`src/rtl/ysyx_25040109_mem_arbiter.sv`:
```
// Merges the core's fetch and load/store channels onto one single-outstanding memory request port.
// Latency: 3 cycles from request to response pulse with zero-wait memory, 1 cycle for a rejected store.
// Backpressure: mem_req_valid is held with stable fields until mem_req_ready; the core holds its request until the pulse.
module ysyx_25040109_mem_arbiter #(
  parameter int unsigned TIMEOUT = 1024
) (
  input  logic        clk,
  input  logic        rst,
  input  logic [31:0] imem_addr,
  input  logic        imem_ren,
  output logic [31:0] imem_rdata,
  output logic        imem_rvalid,
  input  logic [31:0] dmem_raddr,
  input  logic        dmem_ren,
  output logic [31:0] dmem_rdata,
  output logic        dmem_rvalid,
  input  logic [31:0] dmem_waddr,
  input  logic [31:0] dmem_wdata,
  input  logic [2:0]  dmem_wlen,
  input  logic        dmem_wen,
  output logic        dmem_wready,
  output logic        mem_req_valid,
  input  logic        mem_req_ready,
  output logic [31:0] mem_req_addr,
  output logic        mem_req_we,
  output logic [31:0] mem_req_wdata,
  output logic [3:0]  mem_req_wstrb,
  input  logic        mem_resp_valid,
  input  logic [31:0] mem_resp_rdata,
  output logic        err
);

  localparam logic [15:0] TimeoutW = 16'(TIMEOUT);

  typedef enum logic [1:0] {S_IDLE, S_REQ, S_WAIT, S_RESP} state_e;
  typedef enum logic [1:0] {CH_FETCH, CH_LOAD, CH_STORE} chan_e;

  state_e      state_q;
  chan_e       chan_q;
  logic        last_data_q;
  logic [15:0] cnt_q;
  logic [1:0]  off_q;
  logic        imem_rvalid_q;
  logic        dmem_rvalid_q;
  logic        dmem_wready_q;
  logic [31:0] imem_rdata_q;
  logic [31:0] dmem_rdata_q;
  logic        mem_req_valid_q;
  logic [31:0] mem_req_addr_q;
  logic        mem_req_we_q;
  logic [31:0] mem_req_wdata_q;
  logic [3:0]  mem_req_wstrb_q;
  logic        err_q;

  logic        data_req;
  logic        gnt_vld;
  chan_e       gnt_chan;
  logic [31:0] gnt_addr;

  // Pick the next channel: store beats load, data-vs-fetch ties go to whoever was not granted last.
  always_comb begin
    data_req = dmem_wen | dmem_ren;
    gnt_vld  = data_req | imem_ren;
    gnt_chan = CH_FETCH;
    if (data_req && (!imem_ren || !last_data_q)) begin
      gnt_chan = dmem_wen ? CH_STORE : CH_LOAD;
    end
    gnt_addr = imem_addr;
    if (gnt_chan == CH_LOAD) begin
      gnt_addr = dmem_raddr;
    end else if (gnt_chan == CH_STORE) begin
      gnt_addr = dmem_waddr;
    end
  end

  logic [1:0]  st_off;
  logic [3:0]  st_strb;
  logic        st_legal;
  logic [31:0] st_wdata;

  // Store lane placement and alignment legality.
  always_comb begin
    st_off   = dmem_waddr[1:0];
    st_strb  = 4'b0000;
    st_legal = 1'b0;
    case (dmem_wlen)
      3'd1: begin
        st_strb  = 4'b0001 << st_off;
        st_legal = 1'b1;
      end
      3'd2: begin
        st_strb  = 4'b0011 << st_off;
        st_legal = ~st_off[0];
      end
      3'd4: begin
        st_strb  = 4'b1111;
        st_legal = (st_off == 2'b00);
      end
      default: ;
    endcase
    st_wdata = dmem_wdata << {st_off, 3'b000};
  end

  logic [15:0] cnt_inc;
  logic        cnt_hit;
  logic        fin;
  logic        fin_tmo;
  logic [31:0] fin_rdata;

  // Transaction completion: a real response wins over the watchdog in the same cycle.
  always_comb begin
    cnt_inc = cnt_q + 16'd1;
    cnt_hit = (cnt_inc == TimeoutW);
    fin     = 1'b0;
    fin_tmo = 1'b0;
    if (state_q == S_WAIT && mem_resp_valid) begin
      fin = 1'b1;
    end else if ((state_q == S_REQ || state_q == S_WAIT) && cnt_hit) begin
      fin     = 1'b1;
      fin_tmo = 1'b1;
    end
    if (fin_tmo) begin
      fin_rdata = 32'hdeadbeef;
    end else if (chan_q == CH_LOAD) begin
      fin_rdata = mem_resp_rdata >> {off_q, 3'b000};
    end else begin
      fin_rdata = mem_resp_rdata;
    end
  end

  // Arbitration FSM; every output toward the core and the memory is registered here.
  always_ff @(posedge clk or negedge rst) begin
    if (!rst) begin
      state_q         <= S_IDLE;
      chan_q          <= CH_FETCH;
      last_data_q     <= 1'b0;
      cnt_q           <= '0;
      off_q           <= '0;
      imem_rvalid_q   <= 1'b0;
      dmem_rvalid_q   <= 1'b0;
      dmem_wready_q   <= 1'b0;
      imem_rdata_q    <= '0;
      dmem_rdata_q    <= '0;
      mem_req_valid_q <= 1'b0;
      mem_req_addr_q  <= '0;
      mem_req_we_q    <= 1'b0;
      mem_req_wdata_q <= '0;
      mem_req_wstrb_q <= '0;
      err_q           <= 1'b0;
    end else begin
      imem_rvalid_q <= 1'b0;
      dmem_rvalid_q <= 1'b0;
      dmem_wready_q <= 1'b0;
      case (state_q)
        S_IDLE: begin
          if (gnt_vld) begin
            chan_q      <= gnt_chan;
            last_data_q <= (gnt_chan != CH_FETCH);
            cnt_q       <= '0;
            off_q       <= gnt_addr[1:0];
            if (gnt_chan == CH_STORE && !st_legal) begin
              // Rejected store: no memory access, complete immediately with an error.
              err_q         <= 1'b1;
              dmem_wready_q <= 1'b1;
              state_q       <= S_RESP;
            end else begin
              mem_req_valid_q <= 1'b1;
              mem_req_addr_q  <= {gnt_addr[31:2], 2'b00};
              mem_req_we_q    <= (gnt_chan == CH_STORE);
              mem_req_wstrb_q <= (gnt_chan == CH_STORE) ? st_strb : 4'b0000;
              mem_req_wdata_q <= (gnt_chan == CH_STORE) ? st_wdata : 32'h0;
              state_q         <= S_REQ;
            end
          end
        end
        S_REQ, S_WAIT: begin
          cnt_q <= cnt_inc;
          if (fin) begin
            mem_req_valid_q <= 1'b0;
            state_q         <= S_RESP;
            if (fin_tmo) begin
              err_q <= 1'b1;
            end
            case (chan_q)
              CH_FETCH: begin
                imem_rvalid_q <= 1'b1;
                imem_rdata_q  <= fin_rdata;
              end
              CH_LOAD: begin
                dmem_rvalid_q <= 1'b1;
                dmem_rdata_q  <= fin_rdata;
              end
              default: dmem_wready_q <= 1'b1;
            endcase
          end else if (state_q == S_REQ && mem_req_ready) begin
            mem_req_valid_q <= 1'b0;
            state_q         <= S_WAIT;
          end
        end
        default: state_q <= S_IDLE;
      endcase
    end
  end

  assign imem_rvalid   = imem_rvalid_q;
  assign imem_rdata    = imem_rdata_q;
  assign dmem_rvalid   = dmem_rvalid_q;
  assign dmem_rdata    = dmem_rdata_q;
  assign dmem_wready   = dmem_wready_q;
  assign mem_req_valid = mem_req_valid_q;
  assign mem_req_addr  = mem_req_addr_q;
  assign mem_req_we    = mem_req_we_q;
  assign mem_req_wdata = mem_req_wdata_q;
  assign mem_req_wstrb = mem_req_wstrb_q;
  assign err           = err_q;

endmodule
```
`config.mk`:
```
export PLATFORM = sky130hd
export DESIGN_NAME = ysyx_25040109_mem_arbiter
export DESIGN_NICKNAME = d
export VERILOG_FILES = /design/src/rtl/ysyx_25040109_mem_arbiter.sv
export SDC_FILE = /design/constraint.sdc
export NUM_CORES = 1
export LEC_CHECK = 0
export ABC_AREA = 1
export BUFFER_PORTS_ARGS = -buffer_cell sky130_fd_sc_hd__buf_2
export CAP_MARGIN = 25
export CORE_MARGIN = 2
export CORE_UTILIZATION = 54
export DETAILED_ROUTE_END_ITERATION = 6
export PLACE_DENSITY = 0.93
export SYNTH_ARGS = -nofsm -noshare
export SYNTH_HDL_FRONTEND = slang
export SYNTH_SLANG_ARGS = --single-unit
```
`constraint.sdc`:
```
create_clock -name clk -period 4.79 [get_ports clk]
set_clock_uncertainty 0.05 [all_clocks]
set_input_delay 0.2395 -clock clk [delete_from_list [all_inputs] [get_ports clk]]
set_output_delay 0.2395 -clock clk [all_outputs]
set_load 0.02 [all_outputs]
```
==> results.tsv, run 1 <==
stage	metric	value	unit
critical_path	CP startpoint	state_q[0]	
cells_and_area	final core utilization	69.3	%
sta	Pins Over Slew Limit	0	
global_routing	total global routing overflow	0	
cts	# clock sinks	159	
critical_path	critical path capture point type	register	
cts	deepest clock path buffer count	2	
sta	Peak Freq	0.310	GHz
synthesis	Synth area leader	dfrtp_1	
pwr	Sw Share	44.2	%
cells_and_area	Final #Nets	1576	
cts	CTS tree	yes	
floorplan	Initial Utilization	54.8	%
place	# port buffers	305	
sta	WHS	0.0224	ns
global_routing	overall routing resource usage	30.6	%
critical_path	Worst EP required	5.10	ns
synthesis	syn_area_per_cell	7.33	um^2
pwr	clock share of power	22.5	%
synthesis	Synth Area in Compound Gates	14.4	%
job	max-cap viol count	0	
sta	worst-margin pin slew	0.934	ns
floorplan	# rows	45	
drt	vias post-DR	8798	
critical_path	slowest CP cell	nand3_2	
synthesis	Seq/Total Area, Yosys	48.1	%
critical_path	worst path cell trace	inv_1, ha_1, nand3_1, nor2_1, nand3_1, nor2_1, nand3_1, nand2_2, nand3_2, clkinv_2, nand2_1, nand2_1	
critical_path	Critical Path Fanout Max	41	
cts	cts repair resizes	0	
floorplan	core area	15100	um^2
outcome	status	completed	
global_routing	largest net degree at the start of global routing	119	
cts	TritonCTS Buffers	17	
critical_path	worst r2r src	state_q[0]	
global_routing	initial antenna violation count	0	
critical_path	Worst path max stage delay	0.67	ns
hold_path	hold_sp	imem_addr[1]	
floorplan	die area	16300	um^2
sta	Slew Limit Headroom	37.7	%
place	Placed Cells	1567	
cells_and_area	Synth-to-Final Area Change	26.4	%
place	Final GP Congestion	0.919	
synthesis	top post-synthesis cells by area	dfrtp_1 (48%), nand2_1 (21%), o21ai_0 (9.8%), nand3_1 (4.8%), inv_1 (2.8%)	
cts	CTS root buffer	clkbuf_16	
pwr	internal power	3.50	mW
drt	final wirelength	25300	um
sta	TNS Setup	0	ns
synthesis	synth warn	0	
drt	DRT antenna net count	0	
synthesis	synthesized area	8270	um^2
pwr	pwr/cell area	599	nW/um^2
drt	drc violations	0	
hold_path	worst hold path class	input port to register	
drt	drt wl/cell	15.8	um
floorplan	Die Y	128	um
critical_path	CP Class	register to register	
pwr	Psw	2.77	mW
synthesis	simple-gate share of the synthesized area	29.8	%
synthesis	Synth Instances	1129	
critical_path	Top cell by count, worst path	nand3_1	
cells_and_area	# fillers	1224	
pwr	total power	6.27	mW
drt	Vias/cell	5.50	
floorplan	io pins	308	
cts	Clock H-tree levels	4	
sta	Final Cycle Share	67.4	%
synthesis	xor-xnor portion of the synthesized cell area	0.106	%
drt	iteration count of the initial detailed-routing pass	6	
synthesis	Synth Area in Adders	0.908	%
cells_and_area	Diodes inserted	0	
critical_path	CP arrival	3.54	ns
place	post-DP HPWL	18500	um
pwr	leakage	5.77	nW
cts	setup repair bufs after CTS	0	
pwr	peak supply drop	0.000442	V
synthesis	mux contribution to synthesized area	0	%
cts	Reg clk slew, reported paths	0.06	ns
sta	Hold Vio Cnt, Final	0	
floorplan	Die X	128	um
pwr	share of power burned in registers	34.8	%
cts	hold_buf cts	1	
cts	Clk Latency, worst-skew pair	0.42	ns
synthesis	Yosys reg bits	159	
sta	Final min period	3.23	ns
drt	DR iter-0 viols	852	
global_routing	vias in the first global route	8151	
cells_and_area	share of cells above drive strength 1	25.5	%
critical_path	Setup crit start kind	register	
synthesis	top-area cell type share of the netlist area	48.1	%
global_routing	global-route wire length before repair	39300	um
cells_and_area	final std cells w/o fill	1601	
sta	RSZ-0062 raised after global routing	false	
pwr	logic gate share of total power	42.8	%
synthesis	Synth cell types	36	
synthesis	largest family of logic cells by synthesized area	simple AND/OR/NAND/NOR gates	
sta	final setup violation count	0	
## worst max-delay path, delay by kind of cell (launching register included)
kind,cells,cell delay [ns]
adders and majority gates,1,0.48
buffers and inverters,2,0.68
DFF,1,0.40
and+or+nand+nor,9,1.54
## stage by stage
stage          setup slack [ns]  area, um^2
3_3_place_gp               1.81        9810
4_1_cts                    1.57       10400
3_5_place_dp               1.58        9810
2_1_floorplan              2.63        8270
5_1_grt                    1.14       10500
6_report                   1.56       10500
## per-layer routing
layer / GRT usage, % / part of all wire [%]
met4: 15.3 / 4.1
met2: 51.4 / 49
met5: 0 / 0
met1: 37.7 / 39
met3: 6.05 / 7.9
## cell type report
| type | instances | area (um^2) | area share, % |
|---|---|---|---|
| Timing Repair Buffer | 315 | 1630 | 15.6 |
| Tap cell | 188 | 235 | 2.25 |
| Clock inverter | 14 | 179 | 1.71 |
| Clock buffer | 18 | 429 | 4.10 |
| Sequential cell | 159 | 3980 | 38.0 |
| Inverter | 66 | 249 | 2.38 |
| Multi-Input combinational cell | 841 | 3760 | 35.9 |
## kinds of logic (layout without fill, tap and decap cells)
group / Yosys count / in the layout
AO/OA/AOI/OAI: 224 / 224
adder cells (fa/ha/maj): 6 / 6
AND/OR/NAND/NOR: 608 / 608
XOR/XNOR: 1 / 1
flip-flops: 159 / 159
other: 1 / 2
buffers and inverters: 130 / 413
## flip-flops by register name (all words and copies together), names as in the netlist
signal         cells
last_data_q        1
dmem_rvalid        1
mem_req_we         1
chan_q             2
mem_req_addr      30
off_q              2
state_q            2
dmem_wready        1
mem_req_wdata     32
err                1
imem_rdata        32
dmem_rdata        32
cnt_q             16
imem_rvalid        1
mem_req_valid      1
mem_req_wstrb      4
## cells in the mapped netlist
| cell | number |
|---|---|
| nand2_1 | 471 |
| o21ai_0 | 162 |
| dfrtp_1 | 159 |
| nand3_1 | 79 |
| inv_1 | 62 |
| clkbuf_1 | 40 |
| nor2_1 | 32 |
| o21ai_1 | 18 |
| o22ai_1 | 18 |
| buf_2 | 16 |
| nand4_1 | 12 |
| a21oi_1 | 9 |
| ha_1 | 6 |
| nor2_2 | 6 |
| buf_6 | 4 |
| a31oi_1 | 3 |
| o2bb2ai_1 | 3 |
| a221oi_1 | 2 |
| a22o_1 | 2 |
| a22oi_1 | 2 |
| buf_1 | 2 |
| buf_4 | 2 |
| clkinv_1 | 2 |
| nand2_2 | 2 |
| nand3_2 | 2 |
| nor2_4 | 2 |
| o2111ai_1 | 2 |
| a21o_1 | 1 |
| clkinv_2 | 1 |
| conb_1 | 1 |
| inv_2 | 1 |
| nor3_1 | 1 |
| o211ai_1 | 1 |
| o221ai_1 | 1 |
| or2_1 | 1 |
| xor2_1 | 1 |
## power by group through the flow
stage / registers, mW / clock network, mW / logic (mW)
CTS: 2.17 / 1.42 / 2.68
finish: 2.18 / 1.41 / 2.68
floorplan: 2.68 / 0 / 1.20
detailed placement: 2.18 / 0 / 2.67
global placement: 2.17 / 0 / 2.58
global route: 2.22 / 1.48 / 2.95
## path summary, 6_finish.rpt
path                                       end  slack (ns)  cells past startpoint
worst max-delay path            dmem_rdata[26]        1.56                     12
worst min-delay path                  off_q[1]        0.02                      3
worst max register to register  dmem_rdata[26]        1.56                     12
worst min register to register             err        0.41                      1
max in group asynchronous       imem_rdata[21]        3.12                      4
min in group asynchronous        imem_rdata[0]        0.30                      2
## cell usage in the layout, fill, tap and decap left out, types with 2 or more instances in the layout
master | netlist | layout
nand2_1 | 471 | 471
buf_2 | 16 | 304
o21ai_0 | 162 | 162
dfrtp_1 | 159 | 159
nand3_1 | 79 | 79
inv_1 | 62 | 61
nor2_1 | 32 | 31
o21ai_1 | 18 | 18
o22ai_1 | 18 | 18
clkbuf_16 | 0 | 17
nand4_1 | 12 | 12
a21oi_1 | 9 | 9
buf_4 | 2 | 8
nor2_2 | 6 | 6
ha_1 | 6 | 6
inv_6 | 0 | 6
nor2_4 | 2 | 3
clkinv_2 | 1 | 3
o2bb2ai_1 | 3 | 3
a31oi_1 | 3 | 3
bufinv_16 | 0 | 3
nand3_2 | 2 | 2
clkinv_1 | 2 | 2
nand2_2 | 2 | 2
inv_2 | 1 | 2
a22o_1 | 2 | 2
o2111ai_1 | 2 | 2
a22oi_1 | 2 | 2
a221oi_1 | 2 | 2
conb_1 | 1 | 2
clkinvlp_4 | 0 | 2
Power figures use the tool's default switching activity.
==> run 2, diff against run 1 <==
--- a/config.mk
+++ b/config.mk
@@ -9,9 +9,9 @@
 export BUFFER_PORTS_ARGS = -buffer_cell sky130_fd_sc_hd__buf_2
 export CAP_MARGIN = 25
 export CORE_MARGIN = 2
-export CORE_UTILIZATION = 54
+export CORE_UTILIZATION = 45
 export DETAILED_ROUTE_END_ITERATION = 6
-export PLACE_DENSITY = 0.93
+export PLACE_DENSITY = 0.84
 export SYNTH_ARGS = -nofsm -noshare
 export SYNTH_HDL_FRONTEND = slang
 export SYNTH_SLANG_ARGS = --single-unit
==> constraint.sdc (replaced) <==
create_clock -name clk -period 2.7 [get_ports clk]
set_clock_uncertainty 0.05 [all_clocks]
set_input_delay 0.135 -clock clk [delete_from_list [all_inputs] [get_ports clk]]
set_output_delay 0.135 -clock clk [all_outputs]
set_load 0.02 [all_outputs]
==> run 2 against run 1 <==
Flip-flop and latch count unchanged. Via count up 1.4%. Die area up 19%. Cell area up 4.6%. Sequential share of layout area down 1.7 points. Clock power up 82%. Combinational power up 86%. Utilization down 8.6 points. Critical endpoint is now imem_rdata[22].
==> results.tsv, run 2 (synthesis gave the netlist of run 1 again) <==
stage	metric	value	unit	change
outcome	status	completed		
cells_and_area	share of cells above drive strength 1	25.7	%	+0.14 points
global_routing	overall routing resource usage	26.5	%	-4.0 points
cells_and_area	Final #Nets	1619		+2.7%
cts	CTS tree	yes		
floorplan	Die X	140	um	+9.2%
global_routing	initial antenna violation count	3		+3
sta	Pins Over Slew Limit	0		unchanged
sta	final setup violation count	0		unchanged
critical_path	critical path capture point type	register		
cts	Clk Latency, worst-skew pair	0.43	ns	about the same
cts	hold_buf cts	31		+30
critical_path	Critical Path Fanout Max	40		-2.4%
pwr	leakage	5.97	nW	+3.5%
sta	RSZ-0062 raised after global routing	false		
sta	final worst slack	0.371	ns	-1.19 ns
critical_path	CP arrival	2.58	ns	-0.96 ns
pwr	pwr/cell area	1040	nW/um^2	+73%
global_routing	vias in the first global route	8488		+4.1%
cells_and_area	commonest non-fill, non-tap cell in the layout	nand2_1		
cts	Reg clk slew, reported paths	0.07	ns	about the same
cts	setup repair bufs after CTS	0		unchanged
place	Final GP Congestion	0.910		-0.97%
drt	final wirelength	25800	um	+2.0%
cts	deepest clock path buffer count	2		unchanged
job	max-cap viol count	0		unchanged
place	post-DP HPWL	18400	um	-0.83%
sta	Final Cycle Share	86.3	%	+19 points
sta	Hold Vio Cnt, Final	0		unchanged
drt	Vias/cell	5.29		-3.7%
hold_path	worst hold path class	input port to register		
drt	drt wl/cell	15.3	um	-3.2%
global_routing	total global routing overflow	0		unchanged
floorplan	# rows	49		+8.9%
cts	Clock H-tree levels	4		unchanged
cells_and_area	most frequent cells in the layout	nand2_1 (471), buf_2 (304), o21ai_0 (162)		
cts	# clock sinks	159		unchanged
cells_and_area	Synth-to-Final Area Change	32.3	%	
global_routing	largest net degree at the start of global routing	78		-34%
cts	CTS root buffer	clkbuf_16		
critical_path	Setup crit start kind	register		
floorplan	core area	18000	um^2	+19%
floorplan	Die Y	140	um	+9.2%
sta	TNS Setup	0	ns	unchanged
drt	DR iter-0 viols	688		-19%
cts	cts repair resizes	0		unchanged
sta	Slew Limit Headroom	45.8	%	+8.1 points
global_routing	global-route wire length before repair	42100	um	+7.1%
place	# port buffers	305		unchanged
critical_path	CP Class	register to register		
sta	Peak Freq	0.429	GHz	+39%
sta	Final min period	2.33	ns	-0.899 ns
sta	worst-margin pin slew	0.808	ns	-0.126 ns
critical_path	Worst EP required	2.95	ns	-2.15 ns
drt	iteration count of the initial detailed-routing pass	5		-1
pwr	peak supply drop	0.000617	V	+40%
place	DP Worst Slack	0.381	ns	-1.20 ns
floorplan	io pins	308		unchanged
drt	DRT antenna net count	0		unchanged
floorplan	die area	19500	um^2	+19%
floorplan	Initial Utilization	45.9	%	-8.9 points
critical_path	r2r setup slk	0.37	ns	-1.19 ns
cts	TritonCTS Buffers	17		unchanged
drt	drc violations	0		unchanged
pwr	total power	11.4	mW	+81%
drt	vias post-DR	8919		+1.4%
## run 2: changes by cell type in the layout (fill, tap and decap cells not counted), sizes merged
cell | previous run | this run
dlygate4sd3 | 1 | 31
buf | 314 | 327
clkinv | 5 | 4
diode | 0 | 1
inv | 70 | 71
## run 2: cell type report
cell class / count / area, um^2
clock inverters: 14 / 191
flip-flops and latches: 159 / 3980
multi-input cells: 841 / 3760
repair buffers: 358 / 2050
clock buffers: 18 / 429
fillers: 1582 / 7090
inverters: 66 / 249
diodes: 1 / 2.50
well taps: 229 / 287
## run 2: final timing paths
path                           startpoint  depth (start not counted)               end
setup / recovery                 cnt_q[1]                         13    imem_rdata[22]
hold / removal             dmem_raddr[16]                          3  mem_req_addr[16]
setup reg to reg                 cnt_q[1]                         13    imem_rdata[22]
hold reg to reg                       err                          1               err
max in group asynchronous             rst                          3  mem_req_addr[21]
min in group asynchronous             rst                          2         cnt_q[11]
## run 2: where the power goes
part | switching (mW) | internal, mW
Clock | 1.08 | 1.49
Combinational | 3.36 | 1.62
Sequential | 0.533 | 3.27
Total | 4.97 | 6.38
## run 2: worst max-delay path, stage by stage, from the launching register on
cell and delay, ns:
dfrtp_1 0.41, ha_1 0.22, nand3_2 0.14, nor2_4 0.19, nand2_1 0.07, nand2_1 0.08
nand3_1 0.08, nor2_1 0.15, nand3_1 0.13, nand2_2 0.13, nand3_1 0.09, buf_4 0.27
nand2_1 0.11, o21ai_1 0.06
## run 2: metal layers
| metal | GRT usage, % | up-vias | wire length (um) |
|---|---|---|---|
| met1 | 35.0 | 4055 | 10600 |
| met2 | 42.9 | 493 | 12100 |
| met4 | 10.8 | 4 | 793 |
| met5 | 0 | - | 24 |
| li1 | - | 4301 | - |
| met3 | 5.71 | 66 | 2340 |
## run 2: stage by stage
step                instance area, um^2  utilization [%]  instances  hold WS (ns)
CTS                               10900             60.7       1685       0.00344
global route                      10900             60.7       1685        0.0252
global placement                  10000             55.5       1622         0.160
floorplan                          8270                -       1130        -0.211
finish                            10900             60.7       1686        0.0136
detailed placement                10000             55.5       1622         0.168
==> run 3, diff against run 2 <==
--- a/config.mk
+++ b/config.mk
@@ -11,6 +11,7 @@
 export CORE_MARGIN = 2
 export CORE_UTILIZATION = 45
 export DETAILED_ROUTE_END_ITERATION = 6
+export GPL_TIMING_DRIVEN = 0
 export PLACE_DENSITY = 0.84
 export SYNTH_ARGS = -nofsm -noshare
 export SYNTH_HDL_FRONTEND = slang
==> run 3 against run 2 <==
Maximum frequency fell by 5.6%. Critical path depth fell by 5. Highest routed layer is now met4. Clock-buffer cell count fell by 1. Sequential share of layout area fell by 0.16 points. Cell area rose by 0.45%. Register-to-register slack got worse by 0.14 ns. Setup slack got worse by 0.14 ns. Largest power group unchanged. Routed wire length rose by 11%.
==> results.tsv, run 3 (synthesis gave the netlist of run 1 again) <==
stage	metric	value	unit	change
drt	vias post-DR	9268		+3.9%
critical_path	worst path cell trace	nor2_2, o21ai_1, inv_1, clkbuf_1, o21ai_0, nand2_1, nand2_1, nand2_1		
drt	iteration count of the initial detailed-routing pass	6		+1
cts	TritonCTS Buffers	17		unchanged
floorplan	Die X	140	um	unchanged
cells_and_area	most frequent cells in the layout	nand2_1 (471), buf_2 (320), o21ai_0 (162)		
floorplan	Initial Utilization	45.9	%	unchanged
sta	final setup violation count	0		unchanged
sta	Final min period	2.47	ns	+0.138 ns
critical_path	Worst path max stage delay	0.44	ns	+0.03 ns
drt	final wirelength	28700	um	+11%
floorplan	# rows	49		unchanged
cts	CTS tree	yes		
floorplan	core area	18000	um^2	unchanged
place	post-DP HPWL	21300	um	+16%
drt	drc violations	0		unchanged
cts	deepest clock path buffer count	2		unchanged
cells_and_area	# fillers	1631		+3.1%
place	Final GP Congestion	0.942		+3.5%
sta	worst-margin pin slew	0.813	ns	+0.00476 ns
drt	Metal-1 WL	11200	um	+6.1%
global_routing	initial antenna violation count	1		-2
cells_and_area	commonest non-fill, non-tap cell in the layout	nand2_1		
drt	DR iter-0 viols	782		+14%
cells_and_area	register area	3980	um^2	unchanged
cts	# clock sinks	159		unchanged
critical_path	Reg2Reg Depth	8		-5
sta	Final Cycle Share	91.4	%	+5.1 points
critical_path	worst r2r src	chan_q[1]		
floorplan	Die Y	140	um	unchanged
cells_and_area	area of the multi-input gates	3750	um^2	-0.13%
cts	Reg clk slew, reported paths	0.07	ns	about the same
floorplan	io pins	308		unchanged
critical_path	CP Class	register to register		
drt	top sig layer	met4		
sta	Pins Over Slew Limit	0		unchanged
drt	Vias/cell	5.38		+1.6%
critical_path	Setup crit start kind	register		
critical_path	critical path capture point type	register		
hold_path	hold_sp	dmem_raddr[16]		
drt	Met3 Wirelength	2690	um	+15%
sta	RSZ-0062 raised after global routing	false		
critical_path	Top cell by count, worst path	nand2_1		
hold_path	worst hold stages	3		unchanged
cells_and_area	Synth-to-Final Area Change	32.9	%	
hold_path	Worst Hold End	mem_req_addr[16]		
global_routing	largest net degree at the start of global routing	86		+10%
pwr	pwr/cell area	1030	nW/um^2	-0.52%
cts	setup repair bufs after CTS	0		unchanged
critical_path	Critical Path Fanout Max	10		-75%
outcome	status	completed		
place	# port buffers	305		unchanged
global_routing	global-route wire length before repair	44700	um	+6.3%
critical_path	r2r setup slk	0.23	ns	-0.14 ns
global_routing	overall routing resource usage	28.8	%	+2.2 points
sta	Hold Vio Cnt, Final	0		unchanged
drt	DRT antenna net count	0		unchanged
drt	drt wl/cell	16.6	um	+8.7%
sta	Peak Freq	0.405	GHz	-5.6%
critical_path	Worst EP required	3.02	ns	+0.07 ns
job	max-cap viol count	0		unchanged
sta	WHS	0.00440	ns	-0.00917 ns
floorplan	die area	19500	um^2	unchanged
cts	Clk Latency, worst-skew pair	0.42	ns	about the same
critical_path	worst r2r dst	dmem_rdata[7]		
cts	CTS root buffer	clkbuf_16		
critical_path	CP arrival	2.78	ns	+0.20 ns
cts	Clock H-tree levels	4		unchanged
cells_and_area	Final #Nets	1658		+2.4%
cells_and_area	share of cells above drive strength 1	25.2	%	-0.52 points
pwr	peak supply drop	0.000695	V	+13%
critical_path	slowest CP cell	nor2_2		
critical_path	Crit path max-delay family	buffers and inverters		
sta	TNS Setup	0	ns	unchanged
critical_path	crit path buf inv count	2		+1
sta	Slew Limit Headroom	45.8	%	about the same
global_routing	vias in the first global route	8869		+4.5%
pwr	leakage	5.96	nW	about the same
drt	WL met2	13700	um	+13%
hold_path	worst hold path class	input port to register		
global_routing	total global routing overflow	0		unchanged
-- run 3: area by class of cell --
cell class / count / share of cell area (%)
repair buffers: 334 / 16.8
multi-input cells: 841 / 34.1
plain buffers: 63 / 2.70
inverters: 66 / 2.27
clock inverters: 14 / 1.43
clock buffers: 17 / 3.87
flip-flops and latches: 159 / 36.2
diodes: 1 / 0.0228
well taps: 229 / 2.61
-- run 3: stage by stage --
stage / cell area, um^2 / utilization (%) / setup WS (ns) / instances / power, mW
finish: 11000 / 61.0 / 0.233 / 1724 / 11.3
global route: 11000 / 61.0 / 0.0105 / 1724 / 12.1
CTS: 11000 / 60.9 / 0.124 / 1723 / 11.3
detailed placement: 10100 / 56.2 / -0.0217 / 1665 / 8.82
global placement: 10100 / 56.0 / -0.881 / 1664 / 8.66
floorplan: 8270 / - / 0.536 / 1130 / 6.89
-- run 3: what timing repair did --
item,CTS,global route
setup endpoints to repair,12,46
gates resized for setup,0,4
endpoints found under the hold margin,109,0
pin swaps,0,0
hold buffers,28,0
-- run 3: routing by layer --
layer | global-route usage [%] | vias up
met2 | 48.7 | 572
met5 | 0 | -
met4 | 11.7 | 0
met3 | 6.57 | 81
li1 | - | 4373
met1 | 35.7 | 4242
-- run 3: tightest hold or removal path: stages --
cell     delay (ns)
buf_2          0.08
o21ai_0        0.07
o21ai_0        0.16
-- run 3: how the worst max path moves through the flow --
| stage | start | cells after the start | slack [ns] | endpoint |
|---|---|---|---|---|
| 2_1_floorplan | state_q[0] | 13 | 0.54 | dmem_rdata[19] |
| 3_3_place_gp | rst | 1 | -0.88 | mem_req_addr[19] |
| 3_5_place_dp | state_q[0] | 12 | -0.02 | imem_rdata[16] |
| 4_1_cts | state_q[0] | 11 | 0.12 | imem_rdata[16] |
| 5_1_grt | cnt_q[1] | 13 | 0.01 | imem_rdata[30] |
| 6_report | chan_q[1] | 8 | 0.23 | dmem_rdata[7] |
-- run 3: power by group --
part	switching, mW	leakage, nW	internal [mW]
Combinational	3.47	3.61	1.60
Sequential	0.568	2.08	3.27
Clock	1.06	0.282	1.38
